## src/rtl/cpu_trace_buffer.sv

```systemverilog
// cpu_trace_buffer: PC-triggered capture FIFO snooping the CPU's pc, instruction, write-back data and flags.
// Define TRACE_TSTAMP_EN to append a TS_W-bit arm-relative timestamp as the LSB field of every entry.
module cpu_trace_buffer #(
    parameter int DATA_W = 8,
    parameter int DEPTH  = 16,
    parameter int CNT_W  = $clog2(DEPTH) + 1
`ifdef TRACE_TSTAMP_EN
    ,
    parameter int TS_W   = 16
`endif
) (
    input  logic                       clk,
    input  logic                       reset,
    input  logic [DATA_W-1:0]          pc,
    input  logic [DATA_W-1:0]          instr,
    input  logic [DATA_W-1:0]          wdata,
    input  logic [4:0]                 flags,
    input  logic                       arm,
    input  logic                       clear,
    input  logic [DATA_W-1:0]          trig_pc,
    input  logic [4:0]                 event_mask,
    input  logic [CNT_W-1:0]           cap_limit,
    input  logic                       rd_en,
    output logic                       rd_valid,
`ifdef TRACE_TSTAMP_EN
    output logic [3*DATA_W+5+TS_W-1:0] rd_data,
`else
    output logic [3*DATA_W+4:0]        rd_data,
`endif
    output logic [CNT_W-1:0]           count,
    output logic [1:0]                 state,
    output logic                       overflow,
    output logic                       done
);

`ifdef TRACE_TSTAMP_EN
    localparam int ENTRY_W = 3*DATA_W + 5 + TS_W;
`else
    localparam int ENTRY_W = 3*DATA_W + 5;
`endif
    localparam int PTR_W = $clog2(DEPTH);

    typedef enum logic [1:0] {
        IDLE    = 2'd0,
        ARMED   = 2'd1,
        CAPTURE = 2'd2,
        DONE    = 2'd3
    } state_t;

    state_t             st;
    logic [PTR_W-1:0]   wr_ptr;
    logic [PTR_W-1:0]   rd_ptr;
    logic [CNT_W-1:0]   cap_cnt;
    logic [CNT_W-1:0]   cap_lim;
    logic [CNT_W-1:0]   cap_next;
    logic [ENTRY_W-1:0] mem [DEPTH];
    logic [ENTRY_W-1:0] entry;

    logic qualify;
    logic trig_hit;
    logic want_wr;
    logic full;
    logic do_wr;
    logic do_rd;
    logic hit_lim;

    assign state = st;

    // Read handshake: rd_en is a pop request with no back-pressure. A request against a
    // non-empty FIFO returns the head entry one cycle later with rd_valid high; a request
    // against an empty FIFO yields rd_valid low and leaves rd_data unchanged.
    always_comb begin
        qualify  = (event_mask == 5'd0) || ((flags & event_mask) != 5'd0);
        trig_hit = (st == ARMED) && (pc == trig_pc);
        want_wr  = trig_hit || ((st == CAPTURE) && qualify);
        full     = (count == CNT_W'(DEPTH));
        do_wr    = !clear && want_wr && !full;
        do_rd    = !clear && rd_en && (count != '0);
        cap_next = cap_cnt + CNT_W'(1);
        hit_lim  = do_wr && (cap_next == cap_lim);
    end

`ifdef TRACE_TSTAMP_EN
    logic [TS_W-1:0] ts;

    // Loading 1 makes the arm cycle itself stamp 0, so a stamp is the distance from arm.
    always_ff @(posedge clk or negedge reset) begin
        if (!reset) begin
            ts <= '0;
        end else if (arm && (st == IDLE) && !clear) begin
            ts <= TS_W'(1);
        end else begin
            ts <= ts + TS_W'(1);
        end
    end

    assign entry = {pc, instr, wdata, flags, ts};
`else
    assign entry = {pc, instr, wdata, flags};
`endif

    always_ff @(posedge clk) begin
        if (do_wr) begin
            mem[wr_ptr] <= entry;
        end
    end

    always_ff @(posedge clk or negedge reset) begin
        if (!reset) begin
            st       <= IDLE;
            wr_ptr   <= '0;
            rd_ptr   <= '0;
            count    <= '0;
            cap_cnt  <= '0;
            cap_lim  <= '0;
            rd_valid <= 1'b0;
            rd_data  <= '0;
            overflow <= 1'b0;
            done     <= 1'b0;
        end else if (clear) begin
            st       <= IDLE;
            wr_ptr   <= '0;
            rd_ptr   <= '0;
            count    <= '0;
            cap_cnt  <= '0;
            rd_valid <= 1'b0;
            overflow <= 1'b0;
            done     <= 1'b0;
        end else begin
            // Fullness is judged before the same-cycle pop, so a pop never rescues a write.
            if (do_wr) begin
                wr_ptr  <= wr_ptr + PTR_W'(1);
                cap_cnt <= cap_next;
            end else if (want_wr && full) begin
                overflow <= 1'b1;
            end

            if (do_rd) begin
                rd_ptr  <= rd_ptr + PTR_W'(1);
                rd_data <= mem[rd_ptr];
            end
            rd_valid <= do_rd;
            count    <= count + CNT_W'(do_wr) - CNT_W'(do_rd);

            case (st)
                IDLE: begin
                    if (arm) begin
                        st      <= ARMED;
                        cap_cnt <= '0;
                        cap_lim <= (cap_limit == '0) ? CNT_W'(DEPTH) : cap_limit;
                    end
                end
                ARMED: begin
                    if (trig_hit) begin
                        if (hit_lim) begin
                            st   <= DONE;
                            done <= 1'b1;
                        end else begin
                            st <= CAPTURE;
                        end
                    end
                end
                CAPTURE: begin
                    if (hit_lim) begin
                        st   <= DONE;
                        done <= 1'b1;
                    end
                end
                default: begin
                    st <= DONE;
                end
            endcase
        end
    end

    a_count_bound: assert property (@(posedge clk) disable iff (!reset)
        count <= CNT_W'(DEPTH));
    a_done_state: assert property (@(posedge clk) disable iff (!reset)
        done == (st == DONE));
    a_ptr_gap: assert property (@(posedge clk) disable iff (!reset)
        (wr_ptr - rd_ptr) == count[PTR_W-1:0]);

endmodule

```

## config.mk

```make
export PLATFORM = sky130hd
export DESIGN_NAME = cpu_trace_buffer
export DESIGN_NICKNAME = d
export VERILOG_FILES = /design/src/rtl/cpu_trace_buffer.sv
export SDC_FILE = /design/constraint.sdc
export NUM_CORES = 1
export LEC_CHECK = 0
export ABC_AREA = 1
export CORE_UTILIZATION = 35
export DETAILED_ROUTE_END_ITERATION = 16
export PLACE_DENSITY = 0.64
export SYNTH_ARGS = -nofsm -noshare
export SYNTH_HDL_FRONTEND = slang
export SYNTH_SLANG_ARGS = --single-unit
```

## constraint.sdc

```tcl
create_clock -name clk -period 3 [get_ports clk]
set_clock_uncertainty 0.05 [all_clocks]
set_input_delay 0.75 -clock clk [delete_from_list [all_inputs] [get_ports clk]]
set_output_delay 0.75 -clock clk [all_outputs]
set_load 0.03 [all_outputs]
```

# Word-level counts from Yosys, hierarchy flattened
# Memories as Yosys holds them, arrays and structs flattened. A register that Yosys moved wholly into a read port is not among the register bits.
# Index checks and enable logic that the tools add are counted.
# classes
n_addsub,5
eq_ne,9
muxes,26
bitwise,2
reduce_logical,27
# op_table
cell,count
2-to-1 mux 5 bit,6
2-to-1 mux 4 bit,4
logical NOT 5 bit,2
2-to-1 mux 1 bit,10
nonzero test 5 bit,2
inequality test 3 bit (second input constant),3
adder 4 x 1 -> 4 bit (second input constant),2
equality test 8 bit,1
logical AND 1 bit,8
2-to-1 mux 2 bit,4
one-hot mux 2 bit (3 select lines),1
AND reduction 2 bit,3
AND reduction 3 bit,2
nonzero test 2 bit,3
adder 5 x 1 -> 5 bit,1
adder 5 x 1 -> 5 bit (second input constant),1
bitwise AND 5 bit,1
equality test 5 bit,1
equality test 5 bit (second input constant),1
subtractor 5 x 1 -> 5 bit,1
logical NOT 1 bit,3
nonzero test 3 bit,1
equality test 2 x 1 -> 1 bit (second input constant),1
equality test 2 bit (second input constant),1
5 further kinds,6
# totals
register_bits,28
ramBits,464
mem_count,1
# mem_list
name,depth,word_bits,read_ports,rd_clocked_by_memory_dff,wr,line,text
mem,16,29,1,1,1,56,logic [ENTRY_W-1:0] mem [DEPTH];

# Depth between registers and ports, before layout
# Gate-level depths: netlist (run 1).
# depth
word_depth,12
depth_mapped,20

# Worst setup path before layout (run 1)
# Ideal clock, no wire load.
# synth_path
kind,input -> register
from,input trig_pc[7]
to,"memory mem[0][0] (netlist bit), enable pin"
arrival_ns,2.832
slack_ns,-0.297
cell_stages,10
path_buffers,1
cell_sequence,inv_1 > nor2_1 > nor2_1 > nand3_1 > nor2_2 > nand2_2 > a21oi_4 > buf_6 > nand2_1 > nor2_1
# synth_between
elab_chain_cells,7
# synth_rtl
item,line,text
"start, declared",20,"input logic [DATA_W-1:0] trig_pc,"
equality test 8 bit,74,trig_hit = (st == ARMED) && (pc == trig_pc);
logical AND 1 bit,74,
logical OR 1 bit,75,want_wr = trig_hit || ((st == CAPTURE) && qualify);
logical AND 1 bit (2 in a row),77,do_wr = !clear && want_wr && !full;
2-to-1 mux 1 bit,103,if (do_wr) begin
2-to-1 mux 1 bit (not written as such),104,mem[wr_ptr] <= entry;
"end, declared",56,
# Every way passes these cells.

# Final worst setup path (run 1)
# layout_path
from,input trig_pc[2]
to,register count[4]
# layout_between
elab_chain_cells,8
# layout_rtl
item,line,text
equality test 8 bit,74,
logical AND 1 bit,74,
logical OR 1 bit,75,
logical AND 1 bit (2 in a row),77,
adder 5 x 1 -> 5 bit,143,count <= count + CNT_W'(do_wr) - CNT_W'(do_rd);
subtractor 5 x 1 -> 5 bit,143,
2-to-1 mux 5 bit,120,end else if (clear) begin
"end signal, assigned",143,
"end, declared",30,"output logic [CNT_W-1:0] count,"
# Every way passes these cells.
# A chain may end at the register's enable or synchronous reset.

==> flow_summary.json, run 1 <==
{
  "cts_setup_buffers": 0,
  "synth_top_area_share_pct": 67.0,
  "yosysUniqueCellTypes": 32,
  "arrival_ps": 3280,
  "worst_slew_pin_slew_ps": 965,
  "fin_util_pct": 43.2,
  "start_util_pct": 35.7,
  "period_minus_slack_ps": 2810,
  "grt_max_degree": 83,
  "design.die.area_um2": 60400,
  "h-tree-depth": 2,
  "yosysWarnings": 0,
  "cts_inserted_buffers": 53,
  "grt_pass1_vias": 13277,
  "synth_fp_nets": 1713,
  "synth-seq-area-share_pct": 73.9,
  "fp.dieW_um": 246,
  "maxCapViolations": 0,
  "antenna_cells": 0,
  "dr.pass1.iters": 5,
  "cts.clk_slew.worst_paths_ps": 60,
  "final_cell_mix": "edfxtp_1 (464), nor2_1 (278), o21ai_0 (249)",
  "cts_tree": "built",
  "die_h_um": 246,
  "status": "finished clean",
  "cts_hold_buffers": 0,
  "crit_fanout": 3,
  "cts.path.max_buffers": 3,
  "period_share_pct": 93.7,
  "crit_type": "input port to flop",
  "synth_area_leader_cell": "edfxtp_1",
  "clk_latency_ps": 600,
  "setup_viol": 0,
  "wl_per_cell_um": 20.0,
  "core_area_um2": 58200,
  "final_common_cell": "edfxtp_1",
  "drtAntennaViolNets": 0,
  "grt_first_pass_wirelength_um": 78800,
  "boundaryPins": 91,
  "ys_ff_latch": 521,
  "dr_total_vias": 13422,
  "holdWs_ps": 244,
  "drive_gt1_share_pct": 11.1,
  "cts.sinks": 521,
  "hold_violations": 0,
  "grt_usage_pct": 17.1,
  "row_count": 88,
  "netlist_instances": 1648,
  "nNetsFinal": 1839,
  "port_buffers": 90,
  "crit_path_start_kind": "input port",
  "antenna_found_initial": 0,
  "via_per_inst": 5.19,
  "avgSynthCellArea_um2": 12.6,
  "area_growth_pct": 21.0,
  "drc_errors": 0,
  "gp_congestion": 0.780,
  "clockRootBuffer": "clkbuf_16",
  "worstSetupEndpointType": "flop",
  "powerDensity_nw_per_um2": 826,
  "rsz0062_at_grt": "false",
  "leakage_nw": 8.70,
  "drt_iter0_drc": 1209,
  "synthTopCellsByArea": "edfxtp_1 (67%), dfrtp_1 (6.9%), o21ai_0 (6.0%)",
  "syn_area_um2": 20800,
  "vdd_drop_max_v": 0.000434,
  "grt_overflow": 0,
  "drt_wl_total_um": 51600,
  "slew_violations": 0,
  "slew_headroom_pct": 35.4,
  "fmax_mhz": 356,
  "dp_hpwl_um": 29800,
  "required_ps": 3470,
  "holdCritPathClass": "input port to asynchronous set/reset pin"
}
## synth_stat cells (all sizes together)
cell    number
or2          4
a21oi       36
nand4        4
inv         39
clkinv       2
edfxtp     464
xor2         5
buf         42
clkbuf      58
o31ai        7
fa           1
dfrtp       57
nor2       296
nand3       16
ha          12
o21ai      276
xnor2        8
nor3b        1
a211oi       3
nor3         5
nand2      170
mux2i       12
nor4         2
o22ai      128
## cell type report
cell class                 count  area (µm²)
clock inverter                36         422
inverter                      41         159
sequential                   521       15400
clock buffer                  64        1450
timing repair buffer         171        1910
multi-input combinational    986        4910
tap                          765         957
fill                        5161       33100
## metrics by stage
step | power [W] | setup TNS [ps] | cells | instance area (µm²) | worst slack [ps]
finish | 0.0208 | 0 | 2584 | 25200 | 190
global route | 0.0217 | 0 | 2584 | 25200 | 2.15
CTS | 0.0209 | 0 | 2584 | 25200 | 45.1
detailed placement | 0.0140 | -110360 | 2484 | 23300 | -739
global placement | 0.0139 | -114210 | 2484 | 23300 | -729
floorplan | 0.0122 | -103360 | 1648 | 20800 | -297
## sequential cells by signal, summed over array words and instances, names as in the netlist
signal,count
done,1
cap_lim,5
wr_ptr,4
mem,464
rd_data,29
rd_ptr,4
state,2
rd_valid,1
count,5
cap_cnt,5
overflow,1
## worst max-delay path, cell delays in order
cell	delay, ps
clkdlybuf4s50_1	480
xnor2_1	110
nand3_1	100
nor2_2	120
nand2_2	90
a21oi_4	140
inv_2	70
ha_1	280
inv_1	50
ha_1	130
inv_1	70
fa_2	380
inv_2	70
a21oi_1	60
nor2_1	80
nor2_1	50
xor2_1	130
nor2_1	90
## repair_timing
item | 4_1_cts | 5_1_grt
hold endpoints to repair | 0 | 0
setup endpoints to repair | 1 | 1
pin swaps | 2 | 0
gates resized for setup | 4 | 8
## metal layers
metal  track usage [%]  vias to the layer above  wire length, µm
li1                  -                     6251                -
met1              23.2                     6653            22700
met2              28.5                      433            24900
met3              2.29                       85             2890
met4              5.13                        0             1120
met5                 0                        -                0
## cell families (layout without fill, tap and decap cells)
group                      after synthesis  count (layout)  share of synthesized area [%]
DFF                                    521             521                           73.9
muxes                                   12              12                          0.578
and+or+nand+nor                        498             498                           9.29
xor gates and xnor gates                13              13                          0.547
adders and majority gates               13              13                          0.818
AOI/OAI and AO/OA                      450             450                           11.8
buffers and inverters                  141             312                           3.14
## final timing paths
path	start	to	slack (ps)	depth (start not counted)
max	trig_pc[2]	count[4]$_DFF_PN0_	190	18
min	reset	count[4]$_DFF_PN0_	240	1
max reg2reg	count[3]$_DFF_PN0_	count[4]$_DFF_PN0_	250	17
min reg2reg	rd_data[11]$_DFFE_PN0P_	rd_data[11]$_DFFE_PN0P_	430	2
max in group asynchronous	reset	rd_ptr[0]$_DFFE_PN0P_	1940	1
min in group clk	rd_data[11]$_DFFE_PN0P_	rd_data[11]$_DFFE_PN0P_	430	2
## report_power, final
part	internal (W)	leakage [nW]	switching [W]
clock network	0.00422	0.909	0.00275
registers	0.00824	4.90	0.000332
logic	0.00184	2.89	0.00341
total	0.0143	8.70	0.00649
No activity file was read; power rests on OpenSTA's default activity.
==> inputs of run 2 (changes only) <==
Settings changed: ABC_AREA 1 to unset.
==> flow_summary.json, run 2 <==
{
  "status": "finished clean",
  "design.die.area_um2": 59100,
  "drt_iter0_drc": 813,
  "core_area_um2": 57600,
  "drive_gt1_share_pct": 29.0,
  "hold_violations": 0,
  "period_share_pct": 98.6,
  "gp_congestion": 0.787,
  "crit_path_start_kind": "input port",
  "port_buffers": 90,
  "final_area_um2": 25200,
  "die_h_um": 243,
  "setup_slack_ps": 42.0,
  "cts_tree": "built",
  "vdd_drop_max_v": 0.000457,
  "slew_violations": 0,
  "row_count": 88,
  "cts.clk_slew.worst_paths_ps": 60,
  "synthTopCellsByCount": "edfxtp_1 (464), mux4_2 (116), mux2i_1 (66)",
  "synth_most_common_cell": "edfxtp_1",
  "grt_usage_pct": 15.4,
  "drt_wl_total_um": 44500,
  "cts.path.max_buffers": 3,
  "leakage_nw": 8.42,
  "worst_slew_pin_slew_ps": 1020,
  "yosysUniqueCellTypes": 51,
  "yosysWarnings": 0,
  "grt_first_pass_wirelength_um": 67900,
  "post-place-ws_ps": -877,
  "wl_per_cell_um": 22.6,
  "required_ps": 3480,
  "grt_pass1_vias": 10694,
  "arrival_ps": 3430,
  "slew_headroom_pct": 31.7,
  "area_growth_pct": 24.0,
  "dr.pass1.iters": 5,
  "cts_inserted_buffers": 51,
  "grt_overflow": 0,
  "ys_ff_latch": 521,
  "crit_fanout": 2,
  "netlist_instances": 963,
  "fmax_mhz": 338,
  "boundaryPins": 91,
  "maxCapViolations": 0,
  "h-tree-depth": 2,
  "antenna_cells": 0,
  "period_minus_slack_ps": 2960,
  "top_register": "mem",
  "dr_total_vias": 10035,
  "dp_hpwl_um": 27300,
  "dpl_cell_area_um2": 23300,
  "synth_edf_count": 464,
  "drtAntennaViolNets": 0,
  "reg_top3": "mem (464), rd_data (29)",
  "ys.flop_type": "edfxtp_1",
  "path_common_cell": "inv_2",
  "critPathMaxStageDelay_ps": 470,
  "clockRootBuffer": "clkbuf_16",
  "slowest_stage": "or4_1",
  "final_cell_mix": "edfxtp_1 (464), mux4_2 (116), buf_4 (77)",
  "synth_top_area_share_pct": 68.5,
  "synthTopCellsByArea": "edfxtp_1 (68%), mux4_2 (13%), dfrtp_1 (7.0%)",
  "worstSetupEndpointType": "flop",
  "setup_viol": 0,
  "cp_cell_sequence": "dlygate4sd2_1, or4_1, o211ai_1, and3_4, nor2_4, ha_4, inv_2, ha_4, inv_2, fa_2, inv_2, a21oi_2, nor2_1, or3_4, a21oi_2",
  "grt_max_degree": 45,
  "holdCritPathClass": "input port to asynchronous set/reset pin",
  "antenna_found_initial": 0,
  "clk_latency_ps": 600,
  "powerDensity_nw_per_um2": 751,
  "crit_type": "input port to flop",
  "final_common_cell": "edfxtp_1",
  "syn_area_um2": 20400,
  "via_per_inst": 5.09,
  "ys_async_sr_fraction_pct": 10.9,
  "synth_fp_nets": 1028,
  "cts.sinks": 521,
  "largest_register_ffs": 464,
  "synth-seq-area-share_pct": 75.5,
  "avgSynthCellArea_um2": 21.1,
  "synth_area_leader_cell": "edfxtp_1",
  "rsz0062_at_grt": "true",
  "fp.dieW_um": 243,
  "drc_errors": 0,
  "start_util_pct": 35.3,
  "nNetsFinal": 1229
}
## run 2: cell type report
type                    count  area [µm²]
clock inverters            35         497
repair buffers            200        2150
flip-flops and latches    521       15400
multi-input cells         374        4890
well taps                 765         957
clock buffers              60        1320
fillers                  4878       32300
inverters                  16        60.1
## run 2: kinds of logic after synthesis
family,share of synthesized area (%)
buf+inv,1.50
simple gates,2.19
compound gates,2.79
mux,16.4
xor+xnor,0.861
flops,75.5
fa+ha+maj,0.836
## run 2: where the power goes
group | internal [W] | switching (W) | leakage [nW]
sequential | 0.00813 | 0.000207 | 4.90
combinational | 0.00194 | 0.00182 | 2.64
clock | 0.00413 | 0.00274 | 0.887
## run 2: what timing repair did
action | in CTS | in global routing
endpoints found under the hold margin | 0 | 0
setup endpoints to repair | 2 | 2
hold buffers | 0 | 0
gates resized for setup | 19 | 13
gates cloned | 0 | 0
buffers inserted | 7 | 4
pin swaps | 14 | 15
## run 2: worst max-delay path: cells and delay by family
family          cells  cell delay [ps]
fa+ha+maj           3              600
buf+inv             4              370
compound gates      3              520
simple gates        5             1210
## run 2: final timing paths
kind,startpoint,slack (ps),to,depth (start not counted)
max,event_mask[3],40,count[4]$_DFF_PN0_,15
max reg2reg,count[2]$_DFF_PN0_,50,count[4]$_DFF_PN0_,18
min,reset,140,cap_lim[2]$_DFFE_PN0P_,1
min reg2reg,rd_data[11]$_DFFE_PN0P_,420,rd_data[11]$_DFFE_PN0P_,1
max in group asynchronous,reset,2190,rd_data[19]$_DFFE_PN0P_,2
min in group clk,rd_data[11]$_DFFE_PN0P_,420,rd_data[11]$_DFFE_PN0P_,1
## run 2: through the flow
step	hold slack, ps	setup TNS (ps)	instances	power, W	util, %
after floorplan	404	-101570	963	0.0109	-
after global placement	411	-235600	1865	0.0122	40.4
after detailed placement	415	-260490	1865	0.0123	40.4
after CTS	156	0	1967	0.0192	43.7
after global routing	182	-60.1	1971	0.0197	43.8
final	144	0	1971	0.0190	43.8
## run 2: metal layers
layer  vias up  track usage, %  part of all wire (%)
met2       242            25.0                    49
met4         0            3.33                   1.4
met1      5358            21.6                    44
met5         -               0                     0
met3        54            2.94                   5.1
li1       4381               -                     -
==> inputs of run 3 (changes only) <==
Settings changed: CORE_UTILIZATION 35 to 54, PLACE_DENSITY 0.64 to 0.86.
==> flow_summary.json, run 3 (same netlist as run 2, synthesis figures left out) <==
{
  "slew_headroom_pct": 31.7,
  "pwr-share-clk_pct": 33.0,
  "multi_input_area_um2": 4890,
  "reg_top3": "mem (464), rd_data (29)",
  "die_h_um": 196,
  "cp_cell_sequence": "clkdlybuf4s50_1, xor2_1, nor2_1, and4_4, nor2_4, ha_4, inv_2, ha_4, inv_2, fa_2, inv_2, a21oi_2, nor2_2, or3_1, a21oi_2",
  "drive_gt1_share_pct": 26.9,
  "via_per_inst": 6.16,
  "largest_register_ffs": 464,
  "dpl_cell_area_um2": 22800,
  "cts.path.max_buffers": 3,
  "holdCritPathClass": "input port to asynchronous set/reset pin",
  "switchingPower_w": 0.00472,
  "period_share_pct": 99.0,
  "final_common_cell": "edfxtp_1",
  "maxCapViolations": 0,
  "dr.pass1.iters": 5,
  "boundaryPins": 91,
  "h-tree-depth": 2,
  "port_buffers": 90,
  "fillers": 2236,
  "crit_type": "input port to flop",
  "drc_errors": 0,
  "design.die.area_um2": 38500,
  "slew_violations": 0,
  "start_util_pct": 55.2,
  "vdd_drop_max_v": 0.000610,
  "p_int_w": 0.0133,
  "p_comb_share_pct": 20.3,
  "clockRootBuffer": "clkbuf_16",
  "hold_violations": 0,
  "core_area_um2": 36900,
  "critPathMaxStageDelay_ps": 500,
  "antenna_cells": 0,
  "powerDensity_nw_per_um2": 741,
  "fp.dieW_um": 196,
  "period_minus_slack_ps": 2970,
  "drt_wl_total_um": 44800,
  "cts_inserted_buffers": 49,
  "cp_num_buf_inv": 4,
  "worstSetupEndpointType": "flop",
  "grt_pass1_vias": 10973,
  "area_growth_pct": 19.8,
  "seq_area_um2": 15400,
  "grt_usage_pct": 24.3,
  "drt_iter0_drc": 948,
  "arrival_ps": 3440,
  "drtAntennaViolNets": 0,
  "dr_total_vias": 10374,
  "worst_slew_pin_slew_ps": 1020,
  "row_count": 70,
  "place_inst": 1589,
  "slowest_stage": "clkdlybuf4s50_1",
  "grt_overflow": 0,
  "instances_no_fill": 1685,
  "final_area_um2": 24400,
  "grt_first_pass_wirelength_um": 67600,
  "status": "finished clean",
  "fmax_mhz": 337,
  "pwr-share-seq_pct": 46.7,
  "top_register": "mem",
  "wl_per_cell_um": 26.6,
  "cts_tree": "built",
  "nNetsFinal": 1205,
  "leakage_nw": 8.14,
  "swShare_pct": 26.1,
  "dp_hpwl_um": 25800,
  "clk_latency_ps": 580,
  "crit_path_start_kind": "input port",
  "required_ps": 3470,
  "fin_util_pct": 66.1,
  "grt_max_degree": 39,
  "crit_fanout": 2,
  "finalSetupTns_ps": 0,
  "crit_family": "simple AND/OR/NAND/NOR gates",
  "path_common_cell": "inv_2",
  "gp_congestion": 0.768,
  "antenna_found_initial": 0,
  "final_cell_mix": "edfxtp_1 (464), mux4_2 (116), clkdlybuf4s50_1 (76)",
  "setup_slack_ps": 29.0,
  "post-place-ws_ps": -879,
  "cts.clk_slew.worst_paths_ps": 60,
  "cts.sinks": 521,
  "setup_viol": 0
}
==> run 3: cell count changes in the layout (fill, tap and decap cells not counted), sizes merged <==
cell / change
clkinvlp: +2
inv: -2
clkinv: +2
dlygate4sd2: -1
buf: -22
bufinv: -8
dlymetal6s2s: -1
clkbuf: +5
==> run 3: final timing paths <==
path	start	end	slack (ps)	cells past startpoint
worst max-delay path	pc[2]	count[4]$_DFF_PN0_	30	15
worst min-delay path	reset	rd_data[4]$_DFFE_PN0P_	160	1
worst max register to register	count[2]$_DFF_PN0_	count[4]$_DFF_PN0_	90	16
worst min register to register	rd_data[11]$_DFFE_PN0P_	rd_data[11]$_DFFE_PN0P_	430	1
max in group asynchronous	reset	rd_ptr[0]$_DFFE_PN0P_	2060	2
min in group clk	rd_data[11]$_DFFE_PN0P_	rd_data[11]$_DFFE_PN0P_	430	1
==> run 3: power by group through the flow <==
stage | clock network [W] | registers (W) | logic (W)
floorplan | 0 | 0.00883 | 0.00211
CTS | 0.00602 | 0.00843 | 0.00366
finish | 0.00595 | 0.00843 | 0.00367
global placement | 0 | 0.00857 | 0.00353
detailed placement | 0 | 0.00857 | 0.00362
global route | 0.00628 | 0.00847 | 0.00392
==> run 3: metal layers <==
layer	wire, µm	global-route usage (%)	vias to the layer above
met5	0	0	-
met2	22700	40.9	484
met1	17400	32.1	5461
met4	1250	7.55	0
met3	3370	5.00	96
li1	-	-	4333
==> run 3: repair_timing <==
item,CTS,global route
setup endpoints to repair,17,1
resized for setup,18,17
hold buffers,0,0
buffers inserted,3,1
pin swaps,11,10
==> run 3: stage by stage <==
step	hold slack [ps]	total power, W
6_report	163	0.0181
5_1_grt	184	0.0187
4_1_cts	178	0.0181
3_5_place_dp	416	0.0122
3_3_place_gp	409	0.0121
2_1_floorplan	404	0.0109
==> run 3: area by class of cell <==
cell class | count | share of cell area (%)
Clock buffer | 63 | 5.24
Clock inverter | 29 | 1.02
Inverter | 16 | 0.246
Multi-Input combinational cell | 374 | 20.1
Sequential cell | 521 | 63.0
Tap cell | 504 | 2.59
Timing Repair Buffer | 178 | 7.79
